### src/rtl/byte_entry_display_pkg.sv
// Shared widths, FSM state type and active-low 7-segment codes (bit0=a .. bit6=g).
package byte_entry_display_pkg;
  localparam int DATA_W     = 8;
  localparam int SEG_W      = 7;
  localparam int NIB_W      = 4;
  localparam int NUM_DIGITS = 4;

  typedef enum logic {IDLE = 1'b0, LOAD = 1'b1} state_t;

  localparam logic [SEG_W-1:0] SEG_0     = 7'b1000000;
  localparam logic [SEG_W-1:0] SEG_1     = 7'b1111001;
  localparam logic [SEG_W-1:0] SEG_2     = 7'b0100100;
  localparam logic [SEG_W-1:0] SEG_3     = 7'b0110000;
  localparam logic [SEG_W-1:0] SEG_4     = 7'b0011001;
  localparam logic [SEG_W-1:0] SEG_5     = 7'b0010010;
  localparam logic [SEG_W-1:0] SEG_6     = 7'b0000010;
  localparam logic [SEG_W-1:0] SEG_7     = 7'b1111000;
  localparam logic [SEG_W-1:0] SEG_8     = 7'b0000000;
  localparam logic [SEG_W-1:0] SEG_9     = 7'b0010000;
  localparam logic [SEG_W-1:0] SEG_A     = 7'b0001000;
  localparam logic [SEG_W-1:0] SEG_B     = 7'b0000011;
  localparam logic [SEG_W-1:0] SEG_C     = 7'b1000110;
  localparam logic [SEG_W-1:0] SEG_D     = 7'b0100001;
  localparam logic [SEG_W-1:0] SEG_E     = 7'b0000110;
  localparam logic [SEG_W-1:0] SEG_F     = 7'b0001110;
  // All segments off; kept for blanking leading digits later.
  localparam logic [SEG_W-1:0] SEG_BLANK = 7'b1111111;
endpackage

### src/rtl/byte_entry_display_hex_to_7seg.sv
// One hex nibble to active-low 7-segment pattern, purely combinational.
module hex_to_7seg
  import byte_entry_display_pkg::*;
(
  input  logic [NIB_W-1:0] i_nib,
  output logic [SEG_W-1:0] o_seg
);
  // Lookup of the hex glyph; every nibble value is covered.
  always_comb begin
    o_seg = SEG_BLANK;
    case (i_nib)
      4'h0: o_seg = SEG_0;
      4'h1: o_seg = SEG_1;
      4'h2: o_seg = SEG_2;
      4'h3: o_seg = SEG_3;
      4'h4: o_seg = SEG_4;
      4'h5: o_seg = SEG_5;
      4'h6: o_seg = SEG_6;
      4'h7: o_seg = SEG_7;
      4'h8: o_seg = SEG_8;
      4'h9: o_seg = SEG_9;
      4'hA: o_seg = SEG_A;
      4'hB: o_seg = SEG_B;
      4'hC: o_seg = SEG_C;
      4'hD: o_seg = SEG_D;
      4'hE: o_seg = SEG_E;
      4'hF: o_seg = SEG_F;
    endcase
  end
endmodule

### src/rtl/byte_entry_display.sv
// Captures a byte per enter press and shows the last two bytes as four hex digits.
// Control FSM and datapath talk only through w_inputdata_ready / w_loaddata.
module byte_entry_display
  import byte_entry_display_pkg::*;
(
  input  logic              clk,
  input  logic              reset,
  input  logic              enter,
  input  logic [DATA_W-1:0] inputdata,
  output logic [SEG_W-1:0]  disp3,
  output logic [SEG_W-1:0]  disp2,
  output logic [SEG_W-1:0]  disp1,
  output logic [SEG_W-1:0]  disp0
);
  logic                                r_s1, r_s2, r_s3;
  logic                                w_inputdata_ready;
  logic                                w_loaddata;
  state_t                              r_state, w_next_state;
  logic [DATA_W-1:0]                   r_cur, r_prev;
  logic [NUM_DIGITS-1:0][NIB_W-1:0]    w_nib;
  logic [NUM_DIGITS-1:0][SEG_W-1:0]    w_seg;

  // Two-flop synchronizer plus a delay flop for rising-edge detection.
  always_ff @(posedge clk) begin
    if (reset) begin
      r_s1 <= 1'b0;
      r_s2 <= 1'b0;
      r_s3 <= 1'b0;
    end else begin
      r_s1 <= enter;
      r_s2 <= r_s1;
      r_s3 <= r_s2;
    end
  end

  // One pulse per synchronized rising edge, however long enter is held.
  assign w_inputdata_ready = r_s2 & ~r_s3;

  // FSM state register.
  always_ff @(posedge clk) begin
    if (reset) r_state <= IDLE;
    else       r_state <= w_next_state;
  end

  // FSM next state; a ready pulse arriving in LOAD is dropped, not queued.
  always_comb begin
    w_next_state = r_state;
    case (r_state)
      IDLE: if (w_inputdata_ready) w_next_state = LOAD;
      LOAD: w_next_state = IDLE;
      default: w_next_state = IDLE;
    endcase
  end

  // FSM output: load command for exactly the one cycle spent in LOAD.
  always_comb begin
    w_loaddata = 1'b0;
    if (r_state == LOAD) w_loaddata = 1'b1;
  end

  // Byte history: shift current into previous on each load.
  always_ff @(posedge clk) begin
    if (reset) begin
      r_cur  <= '0;
      r_prev <= '0;
    end else if (w_loaddata) begin
      r_prev <= r_cur;
      r_cur  <= inputdata;
    end
  end

  // Digit 3 is prev high nibble down to digit 0 = cur low nibble.
  assign w_nib = {r_prev, r_cur};

  for (genvar g = 0; g < NUM_DIGITS; g++) begin : g_dig
    hex_to_7seg u_dec (
      .i_nib (w_nib[g]),
      .o_seg (w_seg[g])
    );
  end

  assign disp3 = w_seg[3];
  assign disp2 = w_seg[2];
  assign disp1 = w_seg[1];
  assign disp0 = w_seg[0];
endmodule

### config.mk
export PLATFORM = sky130hd
export DESIGN_NAME = byte_entry_display
export DESIGN_NICKNAME = d
export VERILOG_FILES = /design/src/rtl/byte_entry_display_pkg.sv /design/src/rtl/byte_entry_display_hex_to_7seg.sv /design/src/rtl/byte_entry_display.sv
export SDC_FILE = /design/constraint.sdc
export NUM_CORES = 1
export LEC_CHECK = 0
export CORE_MARGIN = 1.5
export CORE_UTILIZATION = 54
export DETAILED_ROUTE_END_ITERATION = 7
export GPL_TIMING_DRIVEN = 0
export HOLD_SLACK_MARGIN = 0.06
export PLACE_DENSITY = 0.92
export SLEW_MARGIN = 40
export SYNTH_ARGS = -nofsm -noshare
export SYNTH_HDL_FRONTEND = slang
export SYNTH_SLANG_ARGS = --single-unit
### constraint.sdc
create_clock -name clk -period 2.5 [get_ports clk]
set_input_delay 0.5 -clock clk [delete_from_list [all_inputs] [get_ports clk]]
set_output_delay 0.5 -clock clk [all_outputs]
set_load 0.005 [all_outputs]
# Word-level counts from Yosys, hierarchy flattened
# Memory sizes are Yosys's and may differ from the RTL's. A register that Yosys moved wholly into a read port is not among the register bits.
# Cells that the tools add are included.
# op_classes
mux	11
bitwise_logic	3
# op_table
operator	n
4-bit 2-to-1 mux	8
1-bit 2-to-1 mux	2
1-bit inverter	2
1-bit one-hot mux with 2 select lines	1
1-bit AND	1
# totals
regBits	20
romBits	448
input_bits	11
out_inout_bits	28
elab_cells	24
memories	4
# memory_table
name	depth	word_bits	rd	rd_ports_with_merged_regs	wr	line	source
(no name shown)	16	7	1	1	0	byte_entry_display_hex_to_7seg.sv:11	case (i_nib)
(no name shown)	16	7	1	1	0	byte_entry_display_hex_to_7seg.sv:11	
(no name shown)	16	7	1	1	0	byte_entry_display_hex_to_7seg.sv:11	
(no name shown)	16	7	1	1	0	byte_entry_display_hex_to_7seg.sv:11	

# Longest topological paths before layout
# Gate-level depths: netlist of the first run.
# depth
depth_word	4
depth_mapped	11
depth_no_buf	8

# Cells and area by module
# From an unflattened synthesis of the first run, not the netlist that was laid out.
# hier_totals
hier_cells	188
hier_area_um2	1791.7
# by_module_without_submodules
mod	instances	cells_each	area_each_um2	seq_area_each_um2
hex_to_7seg	4	32	275.3	0.0
byte_entry_display	1	60	690.7	400.4

# Worst setup path after synthesis of the first run
# OpenSTA, ideal clock, no wires.
# synth_path
path_kind	in2reg
startpoint	input reset
endpoint	register, netlist name g_dig[3].u_dec.o_seg[1]
setup_time_ns	0.135
arrival_time_ns	2.018
t_required_ns	2.365
setup_slack_ns	0.346
cell_stages	11
n_path_buf	4
cell_sequence	buf_2 buf_4 buf_2 buf_2 nor2_1 inv_1 ha_1 inv_1 nor2_1 mux2i_1 o32ai_2
# synth_via
elab_chain_len	1
# synth_lines
element	line	source
start: declaration	byte_entry_display.sv:7	input logic reset,
4-bit 2-to-1 mux (no source line)	-	
# No other way between the ends.
# A chain may end at the register's enable or synchronous reset.

# Worst setup path after layout of the first run
# layout_path
startpoint	input reset
endpoint	register, netlist name g_dig[1].u_dec.o_seg[3]
# layout_via
elab_chain_len	1
# layout_lines
element
4-bit 2-to-1 mux (no source line)
# No other way between the ends.

==> metrics, run 1 <==
Synth area leader=dfxtp_1; wire length per cell=14.6 um; row count=24; Initial Util=57.6%; clock-pin slew on the worst setup and hold paths=80 ps; DRC errors left=0; WHS Path Cells=1; Worst Clk Skew=3.36 ps; number of global-route vias before repair=2,005; ys flop type=dfxtp_1; status=finished, final reports clean; DP Area=0.00302 mm^2; CTS H-tree depth=2; cell mode on critical path=buf_2; clock buffer depth=2; Fmax achieved=423 MHz; Fin. Hold Viols=0; Worst Tran Pin Value=485 ps; Leak=0.00123 uW; crit-path leading delay family=buffers and inverters; layout cells sized above 1=12.0%; Min-Delay Endpoint=r_state; VDD IR max=0.000293 V; Die Footprint=0.00520 mm^2; fin area=0.00312 mm^2; postcts setup bufs=0; fin cells=368; EDFF count, synth=0; worst endpoint required time=2680 ps; Synth async-reset ratio=0%; most frequent cell after synthesis=dfxtp_1; diode count=0; DIE WIDTH=72.1 um; Fillers=339; nets@finish=350; FF-to-FF End=g_dig[3].u_dec.o_seg[1]; post-synthesis average cell area=9.51 um^2; Synth Area in Compound Gates=18.1%; Setup crit start kind=input port; post-DP HPWL=3.80 mm; Slew Viols, Final=0; WS Path Type=in -> reg; R2R Setup Slk=330 ps; WL final=5.37 mm; final setup fails=0; post-synthesis mux area share=9.42%; Yosys reg bits=48; Post-Synth Simple-Gate Area=16.5%; CTS tree=done; Synth top area share=37.3%; worst path buffer plus inverter count=4; min Tclk post-route=2370 ps; largest net degree at the start of global routing=20; placed cell count=361; core footprint=0.00447 mm^2; first-pass iteration count of the detailed router=4; Num CTS Buffers=5; hold_sp=r_s3; most instantiated cells after synthesis=dfxtp_1, ha_1, nor2_1; worst hold path class=reg -> reg; Max-cap violations=0; fin crit share=94.7%; pre-CTS WS=-456 ps; largest cells by area after synthesis=dfxtp_1, ha_1, mux2i_1; Layout area overhead=21.1%; Synth Cell Area=0.00258 mm^2; RSZ-0062 raised after global routing=no; pwr dens=441 mW/mm^2; sequential element share of the synthesized area=37.3%; slowest CP cell=mux4_2; delay of the slowest critical-path stage=470 ps; DRT antenna net count=0; GRT Overall Usage=21.3%; crit-path max FO=10; Final Worst Setup Slack=133 ps; Vias per Instance=5.74; I/O pins=39; Max-Slew Margin vs Limit=67.6%; DRT iter0 DRCs=173; Synth Instances=271; Final GP Congestion=0.814; crit path DAT=2540 ps; antenna violations before repair=0; total overflow reported by the global router=0; first-pass GRT wire length=8.79 mm; TritonCTS Sinks=48; adder-cell share of the synthesized area=11.7%; Syn Nets=306; reg2reg path depth=11; I/O Buffers=38; crit path cell chain=clkdlybuf4s50_1 -> buf_2 -> buf_2 -> nor2_1 -> inv_1 -> ha_1 -> mux4_2; Die Height=72.1 um; yosys warns=0; main combinational cell family by area after synthesis=compound AO/OA/AOI/OAI gates; CP Capture Type=flop; Root Buffer=clkbuf_8; worst skew pair latency=300 ps; Via Count=2,111; library cells used by synthesis=53; XOR/XNOR Fraction of Synth Area=0%; r2r startpoint=r_state
==> sequential cells by signal, summed over array words and instances, names as in the netlist <==
register and cells:
g_dig.u_dec.o_seg 28, r_cur 8, r_prev 8, r_s1 1, r_s2 1, r_s3 1
r_state 1
==> logic make-up (layout without fill, tap and decap cells) <==
group                      Yosys count  in the layout
and+or+nand+nor                     80             80
AOI/OAI and AO/OA                   63             63
DFF                                 48             48
buffers and inverters               36             81
adders and majority gates           24             24
muxes                               20             20
==> how the worst max path moves through the flow <==
| stage | from | end | cells past startpoint |
|---|---|---|---|
| 5_1_grt | reset | g_dig[3].u_dec.o_seg[1] | 11 |
| 3_5_place_dp | reset | g_dig[3].u_dec.o_seg[1] | 12 |
| 4_1_cts | reset | g_dig[3].u_dec.o_seg[1] | 11 |
| 3_3_place_gp | reset | g_dig[3].u_dec.o_seg[1] | 12 |
| 6_report | reset | g_dig[1].u_dec.o_seg[3] | 7 |
| 2_1_floorplan | reset | g_dig[3].u_dec.o_seg[1] | 11 |
==> metal layers <==
layer	global-route usage (%)	part of all wire [%]
met5	0	0
met4	10.9	2.0
met3	5.28	4.7
met2	36.1	49
met1	25.1	44
==> cell usage in the layout, fill, tap and decap left out, drive strengths merged, types with 3 or more instances in the layout <==
cell type      Yosys  final
dfxtp             48     48
clkdlybuf4s50      0     38
nor2              27     27
ha                24     24
inv               23     23
nand2             19     19
mux2i             18     18
a21oi             15     15
buf               12     10
o21ai              9      9
clkbuf             0      9
o22ai              8      8
nand2b             8      8
nor2b              7      7
or2                7      7
o32a               4      4
a22o               4      4
o32ai              4      4
a32o               3      3
a31oi              3      3
nand3b             3      3
nand3              3      3
a21o               3      3
==> what timing repair did <==
action	4_1_cts	5_1_grt
resized for setup	0	4
setup endpoints to repair	3	3
hold buffers	0	0
==> stage by stage <==
stage	utilization, %	total power, uW	TNS, ps	hold slack [ps]
floorplan	-	868	0	372
global placement	67.6	919	-2340	375
detailed placement	67.6	922	-2640	381
CTS	69.5	1380	0	399
global route	69.7	1420	0	418
finish	69.7	1370	0	396
==> power by group <==
part / internal [uW] / switching, uW
Clock: 226 / 242
Combinational: 62.4 / 60.6
Sequential: 778 / 6.00
Total: 1070 / 308
==> area by class of cell <==
| type | instances | area (um^2) | area share (%) |
|---|---|---|---|
| buffer | 11 | 97.6 | 3.13 |
| clock buffer | 8 | 90.1 | 2.89 |
| inverter | 24 | 91.3 | 2.93 |
| multi-input combinational | 187 | 1440 | 46.0 |
| sequential | 48 | 961 | 30.8 |
| tap | 52 | 65.1 | 2.09 |
| timing repair buffer | 38 | 380 | 12.2 |
No activity file was read; power rests on OpenSTA's default activity.
==> inputs of run 2 (changes only) <==
clock period = 2.2 ns   (was 2.5 ns; I/O delays follow)
==> metrics, run 2 (synthesis results as in run 1) <==
nets@finish=355 (+1.4%); clock-pin slew on the worst setup and hold paths=80 ps (about the same); WS Path Type=in -> reg; Die Height=72.1 um (unchanged); Die Footprint=0.00520 mm^2 (unchanged); VDD IR max=0.000333 V (+14%); Max-cap violations=0 (unchanged); Root Buffer=clkbuf_8; CTS tree=done; DIE WIDTH=72.1 um (unchanged); I/O pins=39 (unchanged); Final GP Congestion=0.814 (unchanged); Worst Tran Pin Value=502 ps (+17.0 ps); placed cell count=361 (unchanged); CTS H-tree depth=2 (unchanged); first-pass iteration count of the detailed router=4 (unchanged); Slew Viols, Final=0 (unchanged); status=finished, final reports clean; hold_sp=r_s3; TritonCTS Sinks=48 (unchanged); crit path DAT=2330 ps (-210 ps); worst hold path class=reg -> reg; hold slack final=398 ps (+1.90 ps); post-DP HPWL=3.80 mm (unchanged); core footprint=0.00447 mm^2 (unchanged); Setup crit start kind=input port; row count=24 (unchanged); antenna violations before repair=0 (unchanged); Fin. Hold Viols=0 (unchanged); Vias per Instance=5.75 (+0.20%); first-pass GRT wire length=8.87 mm (+0.86%); fin crit share=97.7%; Crit. Startpoint=reset; final total power=1580 uW (+15%); r2r startpoint=r_state; Worst Clk Skew=5.49 ps (+2.12 ps); layout cells sized above 1=15.6% (+3.6 points); diode count=0 (unchanged); CP Capture Type=flop; DRT antenna net count=0 (unchanged); WL final=5.73 mm (+6.8%); final setup fails=0 (unchanged); setup TNS=0 ps (unchanged); Via Count=2,144 (+1.6%); Fmax achieved=465 MHz; GRT Overall Usage=21.7% (+0.35 points); Leak=0.00127 uW (+2.9%); clock buffer depth=2 (unchanged); min Tclk post-route=2150 ps; total overflow reported by the global router=0 (unchanged); largest net degree at the start of global routing=14 (-30%); commonest non-fill, non-tap cells in the layout=dfxtp_1, clkdlybuf4s50_1, ha_1; Num CTS Buffers=5 (unchanged); crit-path max FO=10 (unchanged); I/O Buffers=38 (unchanged); DRT iter0 DRCs=161 (-6.9%); wire length per cell=15.4 um (+5.3%); DRC errors left=0 (unchanged); Initial Util=57.6% (unchanged); Hold Buf Count CTS=0 (unchanged); most common cell after layout, fill and taps aside=dfxtp_1; pwr dens=488 mW/mm^2 (+11%); Layout area overhead=25.6%; number of global-route vias before repair=2,018 (+0.65%); Max-Slew Margin vs Limit=66.5% (-1.1 points); max reg flops=28 (unchanged); worst skew pair latency=300 ps (about the same); Fillers=313 (-7.7%); worst endpoint required time=2380 ps (-300 ps); fin cells=373 (+1.4%)
## run 2: cell type report
class | instances | area (um^2) | share of cell area (%)
sequential | 48 | 961 | 29.7
buffer | 12 | 130 | 4.02
multi-input combinational | 187 | 1490 | 46.0
clock buffer | 8 | 90.1 | 2.78
timing repair buffer | 42 | 410 | 12.7
inverter | 24 | 91.3 | 2.82
tap | 52 | 65.1 | 2.01
## run 2: timing repair
item / CTS / global route
setup buffers: 0 / 4
resized for setup: 13 / 12
endpoints found under the setup margin: 11 / 9
hold endpoints to repair: 0 / 0
pin swaps: 0 / 1
## run 2: layer usage
metal / up-vias / GRT usage (%) / wire length, um
li1: 1035 / - / -
met1: 996 / 25.2 / 2370
met2: 91 / 36.9 / 2830
met3: 22 / 5.42 / 317
met4: 0 / 11.3 / 207
met5: - / 0 / 0
## run 2: worst max-delay path: stages
cell and delay (ps):
clkdlybuf4s50_1 430, buf_6 150, clkbuf_4 210, a21oi_4 180, inv_1 120, ha_1 330, mux4_2 450
## run 2: worst paths after layout
check,slack (ps),end,cells after the start
max,50,g_dig[1].u_dec.o_seg[3],7
min,400,r_state,1
max reg2reg,130,g_dig[1].u_dec.o_seg[3],7
min reg2reg,400,r_state,1
## run 2: through the flow
stage | area (um^2) | util, % | setup WS [ps]
after CTS | 3150 | 70.5 | 4.14
final | 3240 | 72.3 | 49.7
after detailed placement | 3020 | 67.6 | -696
after global placement | 3020 | 67.6 | -677
after floorplan | 2580 | - | 106
after global routing | 3240 | 72.3 | -23.2
## run 2: report_power, final
part / total [uW] / internal [uW] / switching [uW]
clock: 530 / 257 / 274
combinational: 158 / 81.1 / 77.1
sequential: 892 / 884 / 7.31
